`src/rtl/letter_entry_buffer.sv`:
```
// -----------------------------------------------------------------------------
// letter_entry_buffer
//   Upstream stage of the Caesar encryptor. Letter codes are entered from the
//   switches, one per pushbutton press, together with a shift amount taken
//   from the first letter of a word. Once the word is complete (buffer full,
//   or a 'go' pulse with at least one letter stored) the letters are streamed
//   to the encryptor as {shift, letter} bytes over a valid/ready handshake.
//
//   Optional feature macro: LETTER_ENTRY_DEBOUNCE_EN
//     defined     : the synchronised key must hold a new level for
//                   DEBOUNCE_CYCLES consecutive clocks before it is accepted.
//     not defined : the edge detector runs directly on the synchroniser output.
//
// Ports
//   clk        in   system clock, all state on the rising edge
//   reset      in   asynchronous, active-high reset
//   sw_in      in   [7:6] shift amount, [5:0] letter code, sampled on a press
//   key_n      in   raw active-low pushbutton, asynchronous to clk
//   go         in   1-cycle pulse: send the buffered (partial) word now
//   clear      in   synchronous abort: empty the buffer, return to FILL
//   out_data   out  {shift, letter} to the encryptor
//   out_valid  out  out_data holds a letter
//   out_ready  in   encryptor accepts; transfer = out_valid && out_ready
//   count      out  letters currently stored
//   full       out  count == NUM_LETTERS
//   done       out  1-cycle pulse after the last letter of a word is sent
// -----------------------------------------------------------------------------
module letter_entry_buffer #(
    parameter int NUM_LETTERS     = 6,
    parameter int LETTER_W        = 6,
    parameter int SHIFT_W         = 2,
    parameter int DEBOUNCE_CYCLES = 16,
    localparam int CNT_W          = $clog2(NUM_LETTERS + 1),
    localparam int DATA_W         = LETTER_W + SHIFT_W
) (
    input  logic              clk,
    input  logic              reset,
    input  logic [DATA_W-1:0] sw_in,
    input  logic              key_n,
    input  logic              go,
    input  logic              clear,
    output logic [DATA_W-1:0] out_data,
    output logic              out_valid,
    input  logic              out_ready,
    output logic [CNT_W-1:0]  count,
    output logic              full,
    output logic              done
);

    typedef enum logic [1:0] {
        ST_FILL = 2'b00,
        ST_SEND = 2'b01,
        ST_DONE = 2'b10
    } state_t;

    // The all-ones shift code is not a legal shift; it is pulled down by one.
    function automatic logic [SHIFT_W-1:0] clamp_shift(input logic [SHIFT_W-1:0] s);
        logic [SHIFT_W-1:0] r;
        if (s == {SHIFT_W{1'b1}}) begin
            r = s - SHIFT_W'(1);
        end else begin
            r = s;
        end
        return r;
    endfunction

    state_t              state_r, state_n;
    logic [CNT_W-1:0]    count_r, count_n;
    logic [CNT_W-1:0]    rd_ptr_r, rd_ptr_n;
    logic [CNT_W-1:0]    rd_next_s;
    logic [CNT_W-1:0]    post_count_s;
    logic [SHIFT_W-1:0]  shift_r, shift_n;
    logic [DATA_W-1:0]   out_data_r, out_data_n;
    logic                out_valid_r, out_valid_n;
    logic                done_r, done_n;
    logic                wr_en_s;
    logic [LETTER_W-1:0] first_letter_s;
    logic [LETTER_W-1:0] buf_r [NUM_LETTERS];

    logic key_meta_r, key_sync_r;
    logic key_level_s;
    logic key_prev_r;
    logic press_s;

    // Two-flop synchroniser for the raw pushbutton; idles at the released level.
    always_ff @(posedge clk or posedge reset) begin
        if (reset) begin
            key_meta_r <= 1'b1;
            key_sync_r <= 1'b1;
        end else begin
            key_meta_r <= key_n;
            key_sync_r <= key_meta_r;
        end
    end

`ifdef LETTER_ENTRY_DEBOUNCE_EN
    localparam int DB_W = $clog2(DEBOUNCE_CYCLES + 1);
    logic [DB_W-1:0] db_cnt_r;
    logic            db_level_r;

    // Debounce: accept a new key level only after it has persisted long enough.
    always_ff @(posedge clk or posedge reset) begin
        if (reset) begin
            db_cnt_r   <= {DB_W{1'b0}};
            db_level_r <= 1'b1;
        end else if (key_sync_r == db_level_r) begin
            db_cnt_r   <= {DB_W{1'b0}};
        end else if (db_cnt_r == DB_W'(DEBOUNCE_CYCLES - 1)) begin
            db_cnt_r   <= {DB_W{1'b0}};
            db_level_r <= key_sync_r;
        end else begin
            db_cnt_r   <= db_cnt_r + DB_W'(1);
        end
    end

    assign key_level_s = db_level_r;
`else
    assign key_level_s = key_sync_r;
`endif

    // Previous key level for falling-edge detection.
    always_ff @(posedge clk or posedge reset) begin
        if (reset) begin
            key_prev_r <= 1'b1;
        end else begin
            key_prev_r <= key_level_s;
        end
    end

    // A press is the 1->0 transition of the clean key level; holding gives one pulse.
    assign press_s = key_prev_r & ~key_level_s;

    // Next-state and next-output computation for the FILL/SEND/DONE controller.
    always_comb begin
        state_n        = state_r;
        count_n        = count_r;
        rd_ptr_n       = rd_ptr_r;
        shift_n        = shift_r;
        out_data_n     = out_data_r;
        out_valid_n    = out_valid_r;
        done_n         = 1'b0;
        wr_en_s        = 1'b0;
        post_count_s   = count_r;
        first_letter_s = buf_r[0];
        rd_next_s      = rd_ptr_r + CNT_W'(1);

        if (clear) begin
            state_n     = ST_FILL;
            count_n     = {CNT_W{1'b0}};
            rd_ptr_n    = {CNT_W{1'b0}};
            out_valid_n = 1'b0;
        end else begin
            case (state_r)
                ST_FILL: begin
                    if (press_s && (count_r < CNT_W'(NUM_LETTERS))) begin
                        wr_en_s      = 1'b1;
                        post_count_s = count_r + CNT_W'(1);
                        if (count_r == {CNT_W{1'b0}}) begin
                            shift_n        = clamp_shift(sw_in[DATA_W-1:LETTER_W]);
                            // The first letter is not in buf_r yet; forward it.
                            first_letter_s = sw_in[LETTER_W-1:0];
                        end else begin
                            shift_n        = shift_r;
                        end
                    end else begin
                        wr_en_s = 1'b0;
                    end
                    count_n = post_count_s;
                    // A press and go together store the letter first, then send.
                    if ((post_count_s == CNT_W'(NUM_LETTERS)) ||
                        (go && (post_count_s != {CNT_W{1'b0}}))) begin
                        state_n     = ST_SEND;
                        rd_ptr_n    = {CNT_W{1'b0}};
                        out_valid_n = 1'b1;
                        out_data_n  = {shift_n, first_letter_s};
                    end else begin
                        state_n     = ST_FILL;
                    end
                end
                ST_SEND: begin
                    if (out_valid_r && out_ready) begin
                        if (rd_ptr_r == (count_r - CNT_W'(1))) begin
                            state_n     = ST_DONE;
                            out_valid_n = 1'b0;
                            done_n      = 1'b1;
                            count_n     = {CNT_W{1'b0}};
                            rd_ptr_n    = {CNT_W{1'b0}};
                        end else begin
                            rd_ptr_n    = rd_next_s;
                            out_data_n  = {shift_r, buf_r[rd_next_s]};
                        end
                    end else begin
                        state_n = ST_SEND;
                    end
                end
                ST_DONE: begin
                    state_n     = ST_FILL;
                    count_n     = {CNT_W{1'b0}};
                    rd_ptr_n    = {CNT_W{1'b0}};
                    out_valid_n = 1'b0;
                end
                default: begin
                    state_n     = ST_FILL;
                    count_n     = {CNT_W{1'b0}};
                    rd_ptr_n    = {CNT_W{1'b0}};
                    out_valid_n = 1'b0;
                end
            endcase
        end
    end

    // Controller state and registered outputs.
    always_ff @(posedge clk or posedge reset) begin
        if (reset) begin
            state_r     <= ST_FILL;
            count_r     <= {CNT_W{1'b0}};
            rd_ptr_r    <= {CNT_W{1'b0}};
            shift_r     <= {SHIFT_W{1'b0}};
            out_data_r  <= {DATA_W{1'b0}};
            out_valid_r <= 1'b0;
            done_r      <= 1'b0;
        end else begin
            state_r     <= state_n;
            count_r     <= count_n;
            rd_ptr_r    <= rd_ptr_n;
            shift_r     <= shift_n;
            out_data_r  <= out_data_n;
            out_valid_r <= out_valid_n;
            done_r      <= done_n;
        end
    end

    // Letter storage; contents are don't-care after reset, so no reset here.
    always_ff @(posedge clk) begin
        if (wr_en_s) begin
            buf_r[count_r] <= sw_in[LETTER_W-1:0];
        end
    end

    assign out_data  = out_data_r;
    assign out_valid = out_valid_r;
    assign count     = count_r;
    assign done      = done_r;
    assign full      = (count_r == CNT_W'(NUM_LETTERS));

endmodule
```
`config.mk`:
```
export PLATFORM = sky130hd
export DESIGN_NAME = letter_entry_buffer
export DESIGN_NICKNAME = d
export VERILOG_FILES = /design/src/rtl/letter_entry_buffer.sv
export SDC_FILE = /design/constraint.sdc
export NUM_CORES = 1
export LEC_CHECK = 0
export CAP_MARGIN = 30
export CORE_MARGIN = 2
export CORE_UTILIZATION = 45
export DETAILED_ROUTE_END_ITERATION = 16
export GPL_ROUTABILITY_DRIVEN = 0
export GPL_TIMING_DRIVEN = 0
export HOLD_SLACK_MARGIN = 0.1
export PLACE_DENSITY_LB_ADDON = 0.2
export SYNTH_ARGS = -nofsm -noshare
export SYNTH_HDL_FRONTEND = slang
export SYNTH_SLANG_ARGS = --single-unit
```
`constraint.sdc`:
```
create_clock -name clk -period 7.4 [get_ports clk]
set_input_delay 2.22 -clock clk [delete_from_list [all_inputs] [get_ports clk]]
set_output_delay 2.22 -clock clk [all_outputs]
set_load 0.01 [all_outputs]
```
**Yosys cells after proc, flatten, opt, wreduce, memory -nomap -nowiden**

Memory sizes are Yosys's and may differ from the RTL's.
Cells that the tools add are included.

- Add/sub/neg operators: 4
- Order comparisons: 1
- Equal/unequal tests: 12
- Muxes and demuxes: 40
- Bitwise gates (word level): 3
- Reductions and logical operators: 13

Operators with widths:

| operator | number |
|---|---|
| 3-bit 2-to-1 mux | 10 |
| 8-bit 2-to-1 mux | 3 |
| 8-bit case mux with 2 select lines | 1 |
| 1-bit 2-to-1 mux | 14 |
| 2-bit 2-to-1 mux | 6 |
| 6-bit 2-to-1 mux | 2 |
| 3-bit case mux with 2 select lines | 2 |
| 3-bit != test, second input constant | 3 |
| 3-bit by 1-bit adder with 3-bit output, second input constant | 2 |
| 3-bit equality test, second input constant | 2 |
| 2-bit != test, second input constant | 3 |
| 2-bit AND reduction | 3 |
| 5-bit AND reduction | 1 |
| 4-bit != test, second input constant | 1 |
| 2-bit case mux with 2 select lines | 1 |
| 3-bit equality test | 1 |
| 1-bit logical AND | 3 |
| 3-bit zero test | 1 |
| 3-bit less-than comparator, second input constant | 1 |
| 3-bit AND reduction | 1 |
| 3-bit nonzero test | 1 |
| 3-bit by 1-bit subtractor with 3-bit output, second input constant | 1 |
| 2-bit by 1-bit equality test with 1-bit output, second input constant | 1 |
| 2-bit equality test, second input constant | 1 |
| 7 further kinds | 8 |

- Register bits after elaboration: 23
- RAM bits: 36
- Bits of input ports: 14
- Output and inout port bits: 14
- Word-level logic and storage cells: 84
- Memories: 1

Memories:

| name | depth | width | read ports | clocked after memory_dff | wr ports | RTL line | text |
|---|---|---|---|---|---|---|---|
| buf_r | 6 | 6 | 2 | 0 | 1 | 78 | `logic [LETTER_W-1:0] buf_r [NUM_LETTERS];` |

**Logic depth before layout (Yosys ltp)**

- Depth after elaboration: 12
- Gate-level depth with buffers: 9
- Mapped depth without buffers: 8

**Worst setup path before layout**

OpenSTA, ideal clock, no wires.

- Path kind: input-to-reg
- Start: in clear
- End: mem buf_r[3][0], enable pin
- Setup time: 0.386 ns
- Data arrival time: 3.282 ns
- Required time: 7.014 ns
- Slack: 3.733 ns
- Stages on the path: 3
- Buffers on the path: 0
- Path through: nor2_1 -> nand2_1 -> nor4_1

- Longest elaborated chain between the ends: 3

RTL lines:

| what | RTL line | text |
|---|---|---|
| from (decl) | 41 | `input logic clear,` |
| 1-bit 2-to-1 mux | 147 | `if (clear) begin` |
| 1-bit 2-to-1 mux | 235 | `if (wr_en_s) begin` |
| 1-bit 2-to-1 mux (implied by the code) | 236 | `buf_r[count_r] <= sw_in[LETTER_W-1:0];` |
| to (decl) | 78 |  |

No other way between the ends.

**Worst setup path in the final report**

- Start: in clear
- End: mem buf_r[1][1], enable pin

Same word-level chain as after synthesis.

==> impl_metrics.tcl <==
set metrics [dict create \
    instances_no_fill 323 \
    slew_violations 0 \
    placedCellCount 307 \
    grt_overflow_total 0 \
    cts_tree "yes" \
    worstPathArrival_ns 4.28 \
    rows 28 \
    cpPeakStageDelay_ns 0.76 \
    p_sw_w 0.000218 \
    syn2layout_area_growth_pct 20.0 \
    groute.layer.met3.usage_pct 4.57 \
    drt_first_iter_violations 105 \
    setup_ws_ns 3.09 \
    maxCapViolCount 0 \
    worst-r2r-setup-slack_ns 4.66 \
    synthFlopType "edfxtp_1" \
    peakVddDrop_mv 0.153 \
    die_width_um 82.7 \
    start_util_pct 46.7 \
    ys_warn_count 0 \
    clockRootBuffer "clkbuf_8" \
    vias_per_cell 5.29 \
    post_cts_buffers 0 \
    ys_async_sr_fraction_pct 39.0 \
    globalRouteTotalUtil_pct 17.3 \
    grt_pass1_wl_um 8450 \
    die_area_um2 6830 \
    num_vias 1709 \
    wire_per_inst_um 16.1 \
    p_per_area_nw_per_um2 245 \
    power.share.clock_pct 30.7 \
    ys_top_cells_by_area "edfxtp_1 (39%), dfrtp_1 (18%), mux2_2 (5.7%), mux4_2 (4.9%), mux2i_1 (4.3%)" \
    ant_nets 0 \
    synth_top_area_share_pct 38.8 \
    clk_pin_slew_worst_paths_ns 0.07 \
    nFillCells 516 \
    antenna_cells 0 \
    fin_crit_ns 4.31 \
    worst_slew_pin_slew_ns 0.923 \
    startpoint_type "primary input" \
    skew_ns 0.00541 \
    crit_fanout 7 \
    grt_antenna_before_repair 0 \
    critPathRequiredTime_ns 7.36 \
    final_hold_viol_count 0 \
    core_um2 5960 \
    layout-drive-gt1-share_pct 23.8 \
    postSynthCellCount 203 \
    leakagePower_nw 1.21 \
    critPathSlowestCell "nor3_1" \
    drcViolationCount 0 \
    crit_path_frequent_cell "nor3_1" \
    grt_pass1_vias 1713 \
    synth_area_um2 2780 \
    synth_edf_count 36 \
    cp_cell_sequence "clkdlybuf4s50_1 > nor3_1 > nand2_1 > nor3_1" \
    io_buffers 27 \
    multi_input_area_um2 1050 \
    syn_nets 222 \
    top_usage_layer "met2" \
    worstSetupPathType "primary input to register" \
    dieHeight_um 82.7 \
    path_delay_family "simple AND/OR/NAND/NOR gates" \
    post_synth_num_cell_types 42 \
    cts_made_buffers 9 \
    final-seq-area_um2 1660 \
    path_buf_inv 1 \
    firstDrtPassIters 4 \
    final_area_um2 3340 \
    p_sw_share_pct 26.7 \
    rsz0062_at_grt "no" \
    combinationalPowerShare_pct 20.8 \
    grtUsageMet2_pct 25.1 \
    finalNetCount 262 \
    critPathCaptureType "register" \
    clk_latency_ns 0.34 \
    wirelength_um 5200 \
    ios 28 \
    ys_seq_area_share_pct 59.6 \
    p_total_w 0.000817 \
    fin_tns_setup_ns 0 \
    hpwl_um 3810 \
    seq_power_share_pct 48.5 \
    outcome "finished clean" \
    ys_ff_latch 59 \
    grt_max_degree 24 \
    use_met1_pct 24.8 \
    clockBufferDepth 2 \
    yosys.area.top_type "edfxtp_1" \
    h-tree-depth 3 \
    post_cts_resized 0 \
    fin_crit_sh_pct 58.3 \
    place_area_um2 3170 \
    hp-class "register to register" \
    finalSetupViolCount 0 \
    postCtsHoldBufs 0 \
    clock.fmax_ghz 0.232 \
    place_ws_ns 2.68 \
    syn_area_per_cell_um2 13.7 \
    cts_sinks 59 \
    max_slew_margin_pct 38.0 \
    p_int_w 0.000598 \
]
-- cell usage after synthesis, types with 2 or more instances --
cell type and instances:
edfxtp_1 36, dfrtp_1 20, nand2_1 20, o21ai_0 16
mux2_2 14, mux2i_1 12, nor3_1 7, a21oi_1 6
inv_1 6, mux4_2 6, nor2_1 6, ha_1 5
xnor2_1 5, buf_2 3, dfstp_2 3, nand2b_1 3
nand3_1 3, and2_1 2, buf_4 2, buf_6 2
clkbuf_1 2, nor3b_1 2, nor4_1 2, o22ai_1 2
-- flip-flops by register name, indices dropped and copies added (netlist names) --
name	flops
out_valid	1
out_data	8
key_level_s	1
rd_ptr_r	3
buf_r	36
shift_r	2
key_prev_r	1
count	3
done	1
state_r	2
key_meta_r	1
-- layer usage --
| layer | vias up | part of all wire, % |
|---|---|---|
| li1 | 832 | - |
| met1 | 825 | 49 |
| met2 | 41 | 45 |
| met3 | 11 | 3.5 |
| met4 | 0 | 1.7 |
| met5 | - | 0 |
-- path summary, 6_finish.rpt --
| check | startpoint | depth (start not counted) | to |
|---|---|---|---|
| worst min-delay path | key_meta_r$_DFF_PP1_ | 0 | key_level_s$_DFF_PP1_ |
| worst max register to register | count[0]$_DFFE_PP0P_ | 9 | rd_ptr_r[0]$_DFFE_PP0P_ |
| worst max-delay path | clear | 4 | buf_r[1][1]$_DFFE_PP_ |
| worst min register to register | key_meta_r$_DFF_PP1_ | 0 | key_level_s$_DFF_PP1_ |
| max in group asynchronous | reset | 2 | rd_ptr_r[0]$_DFFE_PP0P_ |
| min in group asynchronous | reset | 2 | out_data[1]$_DFFE_PP0P_ |
-- kinds of logic after synthesis --
group | Yosys count | share of synthesized area (%)
AOI/OAI and AO/OA | 33 | 8.00
buffers and inverters | 15 | 2.97
adders and majority gates | 5 | 2.25
muxes | 33 | 15.4
xor gates and xnor gates | 5 | 1.57
DFF | 59 | 59.6
and+or+nand+nor | 53 | 10.2
-- worst reg2reg max path, stage by stage (launching register included) --
cell      delay, ns
dfrtp_1        0.41
buf_2          0.24
inv_1          0.16
ha_1           0.37
nand2b_1       0.18
mux2_4         0.27
o22ai_2        0.18
a21oi_2        0.10
o32ai_2        0.34
mux2_2         0.39
-- layout by cell type, fill, tap and decap left out, types with 5 or more instances in the layout --
master and instances:
ha_1 5, dfrtp_1 20, mux2_2 14, mux4_2 6, a21oi_1 6, o21ai_0 16
clkbuf_8 9, buf_2 5, nor2_1 6, inv_1 6, nand2_1 20, xnor2_1 5
nor3_1 7, clkdlybuf4s50_1 27, edfxtp_1 36, mux2i_1 12
-- layout make-up --
| cell class | count | share of cell area, % |
|---|---|---|
| flip-flops and latches | 59 | 49.7 |
| plain buffers | 9 | 1.80 |
| well taps | 75 | 2.81 |
| clock inverters | 6 | 1.24 |
| multi-input cells | 129 | 31.5 |
| inverters | 6 | 0.674 |
| clock buffers | 10 | 3.82 |
| repair buffers | 29 | 8.39 |
-- metrics by stage --
stage | utilization (%) | hold WS (ns)
after floorplan | - | 0.345
after global placement | 52.9 | 0.347
after detailed placement | 53.2 | 0.350
after CTS | 56.1 | 0.360
after global routing | 56.1 | 0.364
final | 56.1 | 0.358
-- power groups by stage --
stage	sequential, W	clock [W]	combinational [W]
final	0.000396	0.000251	0.000170
after global routing	0.000401	0.000272	0.000186
after CTS	0.000397	0.000257	0.000172
after detailed placement	0.000404	0	0.000171
after global placement	0.000402	0	0.000167
after floorplan	0.000413	0	0.0000853
Power figures use the tool's default switching activity.
